**src/rtl/mips_mdu_pkg.sv**
```systemverilog
// Shared op-code and controller state encodings for the MIPS multiply/divide unit.
// The divider is present only when MIPS_MDU_DIV_EN is defined.
package mips_mdu_pkg;

    typedef enum logic [2:0] {
        OP_MULT  = 3'b000,
        OP_MULTU = 3'b001,
        OP_DIV   = 3'b010,
        OP_DIVU  = 3'b011,
        OP_MTHI  = 3'b100,
        OP_MTLO  = 3'b101
    } op_e;

    typedef enum logic [1:0] {
        S_IDLE = 2'b00,
        S_CALC = 2'b01,
        S_SIGN = 2'b10,
        S_DONE = 2'b11
    } state_e;

endpackage

```
**src/rtl/mips_mdu_core.sv**
```systemverilog
// One radix-2 iteration: shift-add multiply step, or restoring shift-subtract
// divide step when MIPS_MDU_DIV_EN is defined.
module mips_mdu_core #(
    parameter int WIDTH = 32
) (
`ifdef MIPS_MDU_DIV_EN
    input  logic             i_is_div,
`endif
    input  logic [WIDTH-1:0] i_acc_hi,
    input  logic [WIDTH-1:0] i_acc_lo,
    input  logic [WIDTH-1:0] i_opnd,
    output logic [WIDTH-1:0] o_acc_hi,
    output logic [WIDTH-1:0] o_acc_lo
);

    logic [WIDTH:0] w_sum;

    assign w_sum = {1'b0, i_acc_hi} + (i_acc_lo[0] ? {1'b0, i_opnd} : '0);

`ifdef MIPS_MDU_DIV_EN
    logic [WIDTH:0]   w_rem_sh;
    logic [WIDTH-1:0] w_sub;
    logic             w_ge;

    // Partial remainder stays below the divisor, so the difference fits in WIDTH bits.
    assign w_rem_sh = {i_acc_hi, i_acc_lo[WIDTH-1]};
    assign w_ge     = w_rem_sh >= {1'b0, i_opnd};
    assign w_sub    = w_rem_sh[WIDTH-1:0] - i_opnd;
`endif

    always_comb begin
        o_acc_hi = w_sum[WIDTH:1];
        o_acc_lo = {w_sum[0], i_acc_lo[WIDTH-1:1]};
`ifdef MIPS_MDU_DIV_EN
        if (i_is_div) begin
            o_acc_hi = w_ge ? w_sub : w_rem_sh[WIDTH-1:0];
            o_acc_lo = {i_acc_lo[WIDTH-2:0], w_ge};
        end
`endif
    end

endmodule

```
**src/rtl/mips_mdu.sv**
```systemverilog
// MIPS HI/LO multiply/divide unit: controller, sign fix-up and HI/LO registers.
// Define MIPS_MDU_DIV_EN to include DIV/DIVU; otherwise they complete as no-ops.
module mips_mdu
    import mips_mdu_pkg::*;
#(
    parameter int WIDTH = 32
) (
    input  logic             clk,
    input  logic             rst,
    input  logic             start,
    input  logic [2:0]       op,
    input  logic [WIDTH-1:0] rs_val,
    input  logic [WIDTH-1:0] rt_val,
    output logic             busy,
    output logic             done,
    output logic [WIDTH-1:0] hi,
    output logic [WIDTH-1:0] lo
);

    localparam int CW = $clog2(WIDTH);

    state_e             r_state, w_state_nxt;
    logic [CW-1:0]      r_cnt;
    logic [WIDTH-1:0]   r_acc_hi, r_acc_lo, r_opnd, r_hi, r_lo;
    logic [WIDTH-1:0]   w_core_hi, w_core_lo, w_rs_mag, w_rt_mag;
    logic [2*WIDTH-1:0] w_prod;
    logic               r_neg_res, r_mt_done;
    logic               w_signed, w_is_mul, w_iter;
`ifdef MIPS_MDU_DIV_EN
    logic               r_is_div, r_neg_rem, r_div_zero;
    logic               w_is_div;

    assign w_is_div = (op == OP_DIV) || (op == OP_DIVU);
    assign w_iter   = w_is_mul || w_is_div;
`else
    assign w_iter   = w_is_mul;
`endif

    assign w_signed = (op == OP_MULT) || (op == OP_DIV);
    assign w_is_mul = (op == OP_MULT) || (op == OP_MULTU);
    assign w_rs_mag = (w_signed && rs_val[WIDTH-1]) ? -rs_val : rs_val;
    assign w_rt_mag = (w_signed && rt_val[WIDTH-1]) ? -rt_val : rt_val;
    assign w_prod   = r_neg_res ? -{r_acc_hi, r_acc_lo} : {r_acc_hi, r_acc_lo};

    mips_mdu_core #(.WIDTH(WIDTH)) u_core (
`ifdef MIPS_MDU_DIV_EN
        .i_is_div (r_is_div),
`endif
        .i_acc_hi (r_acc_hi),
        .i_acc_lo (r_acc_lo),
        .i_opnd   (r_opnd),
        .o_acc_hi (w_core_hi),
        .o_acc_lo (w_core_lo)
    );

    always_ff @(posedge clk) begin
        if (!rst) r_state <= S_IDLE;
        else      r_state <= w_state_nxt;
    end

    always_comb begin
        w_state_nxt = r_state;
        case (r_state)
            S_IDLE:  if (start && w_iter) w_state_nxt = S_CALC;
            S_CALC:  if (r_cnt == CW'(WIDTH - 1)) w_state_nxt = S_SIGN;
            S_SIGN:  w_state_nxt = S_DONE;
            S_DONE:  w_state_nxt = S_IDLE;
            default: w_state_nxt = S_IDLE;
        endcase
    end

    always_ff @(posedge clk) begin
        if (!rst) begin
            r_cnt      <= '0;
            r_acc_hi   <= '0;
            r_acc_lo   <= '0;
            r_opnd     <= '0;
            r_hi       <= '0;
            r_lo       <= '0;
            r_neg_res  <= 1'b0;
            r_mt_done  <= 1'b0;
`ifdef MIPS_MDU_DIV_EN
            r_is_div   <= 1'b0;
            r_neg_rem  <= 1'b0;
            r_div_zero <= 1'b0;
`endif
        end else begin
            r_mt_done <= 1'b0;
            case (r_state)
                S_IDLE: if (start) begin
                    case (op)
                        OP_MULT, OP_MULTU: begin
                            r_acc_hi  <= '0;
                            r_acc_lo  <= w_rt_mag;
                            r_opnd    <= w_rs_mag;
                            r_neg_res <= w_signed && (rs_val[WIDTH-1] ^ rt_val[WIDTH-1]);
                            r_cnt     <= '0;
`ifdef MIPS_MDU_DIV_EN
                            r_is_div  <= 1'b0;
`endif
                        end
                        OP_DIV, OP_DIVU: begin
`ifdef MIPS_MDU_DIV_EN
                            r_acc_hi   <= '0;
                            r_acc_lo   <= w_rs_mag;
                            r_opnd     <= w_rt_mag;
                            r_neg_res  <= w_signed && (rs_val[WIDTH-1] ^ rt_val[WIDTH-1]);
                            r_neg_rem  <= w_signed && rs_val[WIDTH-1];
                            r_div_zero <= (rt_val == '0);
                            r_cnt      <= '0;
                            r_is_div   <= 1'b1;
`else
                            r_mt_done  <= 1'b1;
`endif
                        end
                        OP_MTHI: begin
                            r_hi      <= rs_val;
                            r_mt_done <= 1'b1;
                        end
                        OP_MTLO: begin
                            r_lo      <= rs_val;
                            r_mt_done <= 1'b1;
                        end
                        default: ;
                    endcase
                end
                S_CALC: begin
                    r_acc_hi <= w_core_hi;
                    r_acc_lo <= w_core_lo;
                    r_cnt    <= r_cnt + 1'b1;
                end
                S_SIGN: begin
`ifdef MIPS_MDU_DIV_EN
                    if (r_is_div) begin
                        // A zero divisor leaves the dividend magnitude as remainder; its sign fix restores rs.
                        r_lo <= r_div_zero ? '1 : (r_neg_res ? -r_acc_lo : r_acc_lo);
                        r_hi <= r_neg_rem ? -r_acc_hi : r_acc_hi;
                    end else
`endif
                    begin
                        r_hi <= w_prod[2*WIDTH-1:WIDTH];
                        r_lo <= w_prod[WIDTH-1:0];
                    end
                end
                default: ;
            endcase
        end
    end

    assign busy = (r_state != S_IDLE);
    assign done = (r_state == S_DONE) || r_mt_done;
    assign hi   = r_hi;
    assign lo   = r_lo;

endmodule

```
**config.mk**
```make
export PLATFORM = sky130hd
export DESIGN_NAME = mips_mdu
export DESIGN_NICKNAME = d
export VERILOG_FILES = /design/src/rtl/mips_mdu_pkg.sv /design/src/rtl/mips_mdu_core.sv /design/src/rtl/mips_mdu.sv
export SDC_FILE = /design/constraint.sdc
export NUM_CORES = 1
export LEC_CHECK = 0
export CORE_ASPECT_RATIO = 1.75
export CORE_MARGIN = 5
export CORE_UTILIZATION = 45
export CTS_CLUSTER_DIAMETER = 30
export DETAILED_ROUTE_END_ITERATION = 6
export GPL_TIMING_DRIVEN = 0
export PLACE_DENSITY = 0.66
export SYNTH_ARGS = -nofsm -noshare
export SYNTH_HDL_FRONTEND = slang
export SYNTH_SLANG_ARGS = --single-unit
```
**constraint.sdc**
```tcl
create_clock -name clk -period 7 [get_ports clk]
set_input_delay 1.05 -clock clk [delete_from_list [all_inputs] [get_ports clk]]
set_output_delay 1.05 -clock clk [all_outputs]
set_load 0.05 [all_outputs]
```
==> results of run 1 <==
critical path, stage by stage (launching register included):
cell	delay [ns]
dfxtp_1	0.31
clkbuf_1	0.63
clkbuf_1	0.50
and2_1	0.21
ha_1	0.20
inv_1	0.07
fa_1	0.37
nand2b_1	0.20
a21oi_1	0.36
o21ai_0	0.44
a311oi_1	0.69
o21ai_0	0.32
a21o_1	0.24
a32o_1	0.24
cells by family (layout without fill, tap and decap cells):
family                     after synthesis  in the layout  share of synthesized area [%]
muxes                                   18             18                           1.58
adders and majority gates               43             43                           4.77
buffers and inverters                  139            306                           4.63
DFF                                    169            169                           29.6
and+or+nand+nor                        563            563                           23.3
AOI/OAI and AO/OA                      486            486                           26.7
xor gates and xnor gates               122            122                           9.35
worst paths after layout:
| check | start | end | slack (ns) |
|---|---|---|---|
| setup / recovery | r_acc_lo[0] | r_acc_hi[25] | 2.11 |
| setup reg to reg | r_acc_lo[0] | r_acc_hi[25] | 2.11 |
| hold / removal | r_opnd[31] | r_opnd[31] | 0.46 |
| hold reg to reg | r_opnd[31] | r_opnd[31] | 0.46 |
placed cells by master (no fill, tap or decap), drive strengths merged, types with 28 or more instances in the layout:
cell type / count
a211oi: 35
a21oi: 143
and2: 38
clkbuf: 112
clkdlybuf4s50: 134
dfxtp: 169
ha: 42
inv: 45
nand2: 158
nand3: 47
nor2: 165
nor3: 42
o211ai: 38
o21ai: 122
o31ai: 28
or3: 28
xnor2: 60
xor2: 62
power by group through the flow:
stage                     registers [mW]  logic, mW  clock network [mW]
final                               1.13       1.34               0.979
after global routing                1.13       1.40                1.01
after CTS                           1.12       1.30               0.982
after detailed placement            1.15       1.30                   0
after global placement              1.14       1.30                   0
after floorplan                     1.22      0.708                   0
registers in the layout (all words and copies together) (netlist names):
name / flops
r_mt_done: 1
r_neg_res: 1
r_state: 2
hi: 32
lo: 32
r_acc_hi: 32
r_acc_lo: 32
r_opnd: 32
r_cnt: 5
metrics by stage:
stage / cell area, um2 / setup slack [ns] / utilization [%] / instances / power, mW
2_1_floorplan: 11400 / 3.89 / - / 1540 / 1.93
3_3_place_gp: 13200 / 2.27 / 52.3 / 1990 / 2.44
3_5_place_dp: 13200 / 2.19 / 52.3 / 1990 / 2.45
4_1_cts: 13800 / 2.28 / 54.7 / 2022 / 3.41
5_1_grt: 13800 / 1.98 / 54.7 / 2023 / 3.55
6_report: 13800 / 2.11 / 54.7 / 2023 / 3.44
metal layers:
| metal | track usage [%] | wire, um | vias to the layer above |
|---|---|---|---|
| met5 | 0 | 16 | - |
| li1 | - | - | 5911 |
| met4 | 33.8 | 5780 | 2 |
| met3 | 5.56 | 2920 | 237 |
| met1 | 34.1 | 16700 | 5980 |
| met2 | 61.9 | 25800 | 619 |
final cells by class:
type,instances,area share (%)
buffer,101,2.81
clock buffer,17,3.09
clock inverter,15,1.24
inverter,38,1.04
multi-input combinational,1232,54.6
sequential,169,24.6
tap,316,2.87
timing repair buffer,135,9.80
==> flow_summary_export.csv, run 1 <==
group,metric,value,unit
outcome,status,"complete, no violations",
pwr,p_seq_share,32.7,%
timing,fin_crit_sh,69.8,%
final_layout,drive_gt1_share,2.81,%
pwr,powerDensity,250,nW/um2
timing,tns,0,ns
cts,h-tree-depth,4,
cts,hold_buffers,0,
cts,clk_pin_slew,0.07,ns
detailed_routing,drt_iter0_drc,884,
synthesis,ys_seq_elements,169,
final_layout,multi_input_area,7510,um2
timing,rsz0062_at_grt,"false",
synthesis,ys_async_sr_fraction,0,%
detailed_routing,vias,12700,
final_layout,area_delta_synth_final,20.5,%
synthesis,syn_inst,1540,
setup_path,critPathRequiredTime,7.37,ns
synthesis,synth_flop_cell,"dfxtp_1",
pwr,power_switching,1.53,mW
synthesis,synth-edff-count,0,
setup_path,crit_arrival,5.25,ns
pwr,pwr-share-clk,28.4,%
cts,clock_sinks,169,
global_route,grt_overflow_total,0,
detailed_routing,route.detailed.drc,0,
timing,tightest_slew,1.17,ns
die,die-area,28800,um2
run,drv_cap,0,
synthesis,synth.most_common_cell,"dfxtp_1",
cts,cts_resized,0,
setup_path,worst_setup_path_start_kind,"flop",
die,fp-row-count,77,
timing,finalCriticalPeriod,4.89,ns
cts,cts_buffer_depth,2,
final_layout,finalNetCount,1807,
synthesis,synth_area,11400,um2
global_route,grt_start_max_net_pins,20,
detailed_routing,dr.pass1.iters,6,
die,die_w,130,um
cts,cts-root-buf,"clkbuf_16",
final_layout,diodes,0,
synthesis,synth_top_area_share,29.6,%
cts,cts_tree,"yes",
detailed_routing,routedWlPerCell,25.4,um
die,die_h,221,um
timing,final-setup-viol-count,0,
synthesis,synth.avg_cell_area,7.42,um2
pwr,p_comb_share,38.9,%
global_route,grt_pass1_wl,74300,um
pwr,ir_drop,0.000197,V
pwr,p_sw_share,44.5,%
hold_path,holdPathStages,2,
cts,cts_buffers,17,
synthesis,synth_fp_nets,1653,
place,place_congestion,1.05,
pwr,power.internal,1.91,mW
synthesis,yosysUniqueCellTypes,63,
synthesis,synthTopCellsByCount,"169 x dfxtp_1, 165 x nor2_1, 158 x nand2_1, 143 x a21oi_1, 121 x o21ai_0",
hold_path,hold_path_class,"flop to flop",
die,io-pin-count,136,
place,port_buffers,134,
setup_path,path_class,"flop to flop",
global_route,track_usage,35.3,%
die,coreArea,25100,um2
cts,clk_latency,0.47,ns
synthesis,yosysSeqAreaShare,29.6,%
detailed_routing,routed_wl,51300,um
timing,slew_headroom,22.0,%
timing,max_freq,0.205,GHz
cts,post_cts_buffers,0,
global_route,antenna_found_initial,1,
final_layout,num-fill-cells,2501,
setup_path,endpoint_kind,"flop",
final_layout,final-seq-area,3380,um2
detailed_routing,vias_per_cell,6.30,
setup_path,cp_max_fo,10,
timing,timing_hold_violations_final,0,
detailed_routing,ant_nets,0,
setup_path,rr_worst_depth,13,
timing,hold_slack,0.457,ns
pwr,power_leakage,5.06,nW
die,start_util,45.4,%
timing,clock_skew,0.00738,ns
global_route,grt_pass1_vias,12400,
synthesis,synth.area.top_cells,"dfxtp_1 30%, a21oi_1 6.3%, nor2_1 5.4%",
synthesis,ys_warn_count,0,
timing,maxSlewViolCount,0,
place,dpl.hpwl,41300,um
synthesis,synth_top_cell_by_area,"dfxtp_1",
Note: power is estimated with default switching activity, not from simulation.
==> run 2: changes to the inputs <==
clock period = 5.1 ns   (was 7 ns; I/O delays follow)
==> run 2 against run 1 <==
  * Cell area unchanged
  * Combinational power increased by 37%
  * Worst hold slack about the same
  * Count of clock-buffer cells in the layout unchanged
  * Die area unchanged
  * Highest routed layer unchanged
==> flow_summary_export.csv, run 2 (synthesis results as in run 1) <==
group,metric,value,unit
final_layout,num-fill-cells,2501,
cts,h-tree-depth,4,
setup_path,path_class,"flop to flop",
timing,maxSlewViolCount,0,
die,die_h,221,um
place,postPlaceCellArea,13200,um2
setup_path,cp_num_buf_inv,3,
timing,finalCriticalPeriod,4.88,ns
setup_path,crit_arrival,5.24,ns
setup_path,crit_family,"compound AO/OA/AOI/OAI gates",
detailed_routing,vias_per_cell,6.29,
setup_path,r2r_setup_slack,0.22,ns
setup_path,critPathRequiredTime,5.46,ns
cts,clock_sinks,169,
global_route,grt_pass1_wl,74300,um
detailed_routing,wl_met3,3070,um
setup_path,cp_cell_sequence,"clkbuf_1 -> clkbuf_1 -> and2_1 -> ha_1 -> inv_1 -> fa_1 -> nand2b_1 -> a21oi_1 -> o21ai_0 -> a311oi_1 -> o21ai_0 -> a21o_1 -> a32o_1",
place,place_congestion,1.05,
setup_path,endpoint_kind,"flop",
pwr,power.internal,2.63,mW
run,drv_cap,0,
place,dpl.hpwl,41300,um
detailed_routing,route.detailed.drc,0,
final_layout,final_common_cell,"dfxtp_1",
global_route,antenna_found_initial,1,
cts,clk_latency,0.47,ns
hold_path,holdPathStages,2,
pwr,p_seq_share,32.7,%
timing,tightest_slew,1.11,ns
die,coreArea,25100,um2
setup_path,worstSetupStartpoint,"r_acc_lo[0]",
cts,cts_buffer_depth,2,
pwr,power.total,4.72,mW
detailed_routing,routed.top_layer,"met5",
cts,cts-root-buf,"clkbuf_16",
detailed_routing,routedWlPerCell,25.3,um
timing,tns,0,ns
final_layout,diodes,0,
setup_path,worst_setup_path_start_kind,"flop",
pwr,power_switching,2.10,mW
detailed_routing,routed_wl,51100,um
global_route,grt_start_max_net_pins,20,
die,fp-row-count,77,
pwr,power_leakage,5.06,nW
hold_path,hold_path_class,"flop to flop",
final_layout,finalInstanceArea,13800,um2
final_layout,final_cell_mix,"169 x dfxtp_1, 165 x nor2_1, 158 x nand2_1, 143 x a21oi_1, 134 x clkdlybuf4s50_1",
cts,cts_resized,0,
die,io-pin-count,136,
cts,hold_buffers,0,
hold_path,hold_path_end,"r_opnd[31]",
die,die_w,130,um
timing,slew_headroom,25.7,%
cts,post_cts_buffers,0,
detailed_routing,ant_nets,0,
global_route,track_usage,35.3,%
detailed_routing,vias,12700,
pwr,p_comb_share,38.8,%
pwr,powerDensity,343,nW/um2
global_route,grt_pass1_vias,12400,
global_route,grt_overflow_total,0,
final_layout,area_delta_synth_final,20.5,%
detailed_routing,met2WireLength,25700,um
place,port_buffers,134,
timing,max_freq,0.205,GHz
outcome,status,"complete, no violations",
timing,final-setup-viol-count,0,
timing,rsz0062_at_grt,"false",
final_layout,finalNetCount,1807,
setup_path,rr_worst_depth,13,
detailed_routing,drt_iter0_drc,882,
pwr,ir_drop,0.000270,V
setup_path,cp_max_fo,10,
timing,clock_skew,0.00907,ns
setup_path,slowest_delay,0.71,ns
pwr,p_sw_share,44.4,%
pwr,pwr-share-clk,28.5,%
timing,timing_hold_violations_final,0,
final_layout,drive_gt1_share,2.81,%
cts,cts_tree,"yes",
die,die-area,28800,um2
cts,clk_pin_slew,0.08,ns
hold_path,hold_path.startpoint,"r_opnd[31]",
timing,fin_crit_sh,95.7,%
detailed_routing,dr.pass1.iters,5,
detailed_routing,wl_met1,16500,um
cts,cts_buffers,17,
die,start_util,45.4,%
setup_path,rr_startpoint,"r_acc_lo[0]",
setup_path,r2r_end,"r_acc_hi[25]",
setup_path,crit_slowest_cell,"a311oi_1",
-- run 2: cell counts in the layout (fill, tap and decap cells not counted) --
No cell type changed its count.
-- run 2: routing by layer --
metal | global-route usage, % | vias up
li1 | - | 5907
met1 | 34.0 | 5956
met2 | 61.9 | 605
met3 | 5.68 | 245
met4 | 33.7 | 2
met5 | 0 | -
-- run 2: area by class of cell --
cell class	count	area (um2)	area share [%]
Buffer	101	387	2.81
Clock inverter	15	170	1.24
Timing Repair Buffer	135	1350	9.80
Inverter	38	143	1.04
Sequential cell	169	3380	24.6
Tap cell	316	395	2.87
Multi-Input combinational cell	1232	7510	54.6
Clock buffer	17	425	3.09
-- run 2: worst max-delay path by stage --
stage,depth (start not counted),endpoint,slack [ns]
finish,13,r_acc_hi[25],0.22
global route,13,r_acc_hi[25],0.08
CTS,13,r_acc_hi[25],0.38
detailed placement,13,r_acc_hi[25],0.41
global placement,13,r_acc_hi[25],0.45
floorplan,13,r_acc_hi[25],1.99
-- run 2: tightest hold or removal path, delay by kind of cell (launching register included) --
family / cells / cell delay (ns)
simple gates: 1 / 0.05
flops: 1 / 0.31
compound gates: 1 / 0.05
-- run 2: power groups by stage --
stage	Combinational [mW]	Sequential, mW	Clock, mW
2_1_floorplan	0.972	1.67	0
3_3_place_gp	1.78	1.57	0
3_5_place_dp	1.78	1.57	0
4_1_cts	1.79	1.54	1.35
5_1_grt	1.93	1.56	1.39
6_report	1.83	1.55	1.35
-- run 2: per-stage QoR --
step	setup slack (ns)	hold WS [ns]	instances	utilization [%]
final	0.220	0.458	2023	54.7
after global routing	0.0816	0.482	2023	54.7
after CTS	0.382	0.455	2022	54.7
after detailed placement	0.406	0.445	1990	52.3
after global placement	0.447	0.437	1990	52.3
after floorplan	1.99	0.432	1540	-
==> run 3: changes to the inputs <==
ABC_CLOCK_PERIOD_IN_PS = 5100   (was default)
==> results of run 3 <==
Final layout, timing and power as in run 2 (identical DEF).
==> patch, RTL diff (settings of run 1) <==
Reset style: asynchronous (`rst`), changed in 2 clocked blocks.
--- a/src/rtl/mips_mdu.sv
+++ b/src/rtl/mips_mdu.sv
@@ -53,7 +53,7 @@
         .o_acc_lo (w_core_lo)
     );
 
-    always_ff @(posedge clk) begin
+    always_ff @(posedge clk or negedge rst) begin
         if (!rst) r_state <= S_IDLE;
         else      r_state <= w_state_nxt;
     end
@@ -69,7 +69,7 @@
         endcase
     end
 
-    always_ff @(posedge clk) begin
+    always_ff @(posedge clk or negedge rst) begin
         if (!rst) begin
             r_cnt      <= '0;
             r_acc_hi   <= '0;
Behaviour: differs if rst is asserted again (counterexample within 4 cycles, from zero or initial values and one cycle with rst low); with rst held inactive, the same outputs for 4 cycles.
==> patch against run 1 <==
- sequential cell count is the same
- cell area grew 2.1%
- synthesized cell count shrank 8.4%
- wire length shrank 9.0%
- setup slack gained 700 ps
- hold slack gained 21 ps
- area after synthesis grew 2.1%
- via count shrank 9.5%
- final cell count shrank 6.2%
- fmax grew 17%
- critical endpoint is now r_acc_hi[23]
Power is not compared: it rests on default switching activity, and its combinational part moved more than twofold at a synthesized area within 25%.
==> patch: results <==
export IMPL_ys_top_cells_by_area="dfrtp_1 (36%), o21ai_0 (6.6%), xor2_1 (6.5%)"
export IMPL_nNetsFinal=1678
export IMPL_stdcell_area_mm2=0.0141
export IMPL_antenna_found_initial=0
export IMPL_slowest_stage="o21ai_0"
export IMPL_met1_length_mm=15.7
export IMPL_synthCells=1410
export IMPL_final_nonclk_buf_share=0.122
export IMPL_synth_cell_types=65
export IMPL_io_buffer_count=135
export IMPL_grt_first_pass_wirelength_mm=69.9
export IMPL_top_layer="met4"
export IMPL_grtUsageTotal=0.313
export IMPL_relSlewSlack=0.309
export IMPL_detail_route_iter0_violations=753
export IMPL_use_met1=0.312
export IMPL_finClkSkew_ps=19.0
export IMPL_place_ws_ps=2810
export IMPL_hp_class="flip-flop to flip-flop"
export IMPL_min_from="r_opnd[21]"
export IMPL_ys_top_cells_by_count="nand2_1 (179), dfrtp_1 (169), o21ai_0 (155), nor2_1 (110), a21oi_1 (102)"
export IMPL_final_seq_area_mm2=0.00423
export IMPL_ir_drop_mv=0.379
export IMPL_routabilityCongestion=0.985
export IMPL_status="complete, no violations"
export IMPL_numCtsBuffers=17
export IMPL_wl_met3_mm=2.04
export IMPL_num_tap_cells=320
export IMPL_dr_pass1_iters=5
export IMPL_num_nonclk_inverters=28
export IMPL_worstPathArrival_ps=4550
export IMPL_r2r_start="r_acc_lo[0]"
export IMPL_synth_nets=1523
export IMPL_dpl_cell_area_mm2=0.0135
export IMPL_grtUsageMet3=0.0447
export IMPL_gr_usage_met2=0.573
export IMPL_grt_max_degree=102
export IMPL_ys_seq_area_frac=0.362
export IMPL_nFillCells=2605
export IMPL_max_stage_delay_ps=520
export IMPL_async_reset_ff_frac=1.00
export IMPL_post_drt_wl_per_cell_um=24.6
export IMPL_clock_area_frac=0.0428
export IMPL_met2WireLength_mm=24.8
export IMPL_nMultiInputCombCells=1127
export IMPL_drive_gt1_frac=0.0355
export IMPL_synthFlopType="dfrtp_1"
export IMPL_dp_cells=1866
export IMPL_wl_mm=46.7
export IMPL_multi_input_area_share=0.498
patch: cell count changes after synthesis, moves of 11 or more:
cell      before  now
a31oi_1       15    3
o21ai_0      121  155
nor2_1       165  110
o211ai_1      38    8
nor4_1        18    7
nor3_1        42   29
a21o_1        18   40
a21oi_1      143  102
nand2_1      158  179
nand3_1       47   19
dfxtp_1      169    0
clkbuf_1      94   74
xor2_1        62   87
dfrtp_1        0  169
patch: worst paths after layout:
path / slack (ps) / cells after the start / endpoint
worst min register to register: 480 / 2 / r_opnd[21]
worst max-delay path: 2810 / 14 / r_acc_hi[23]
worst min-delay path: 480 / 2 / r_opnd[21]
max in group asynchronous: 5560 / 2 / hi[3]
worst max register to register: 2810 / 14 / r_acc_hi[23]
min in group asynchronous: 520 / 1 / r_acc_hi[26]
patch: kinds of logic after synthesis:
group,after synthesis,synth area share
flops,169,0.362
buf+inv,114,0.0374
mux,15,0.0129
fa+ha+maj,43,0.0468
compound gates,455,0.242
simple gates,470,0.191
xor+xnor,144,0.108
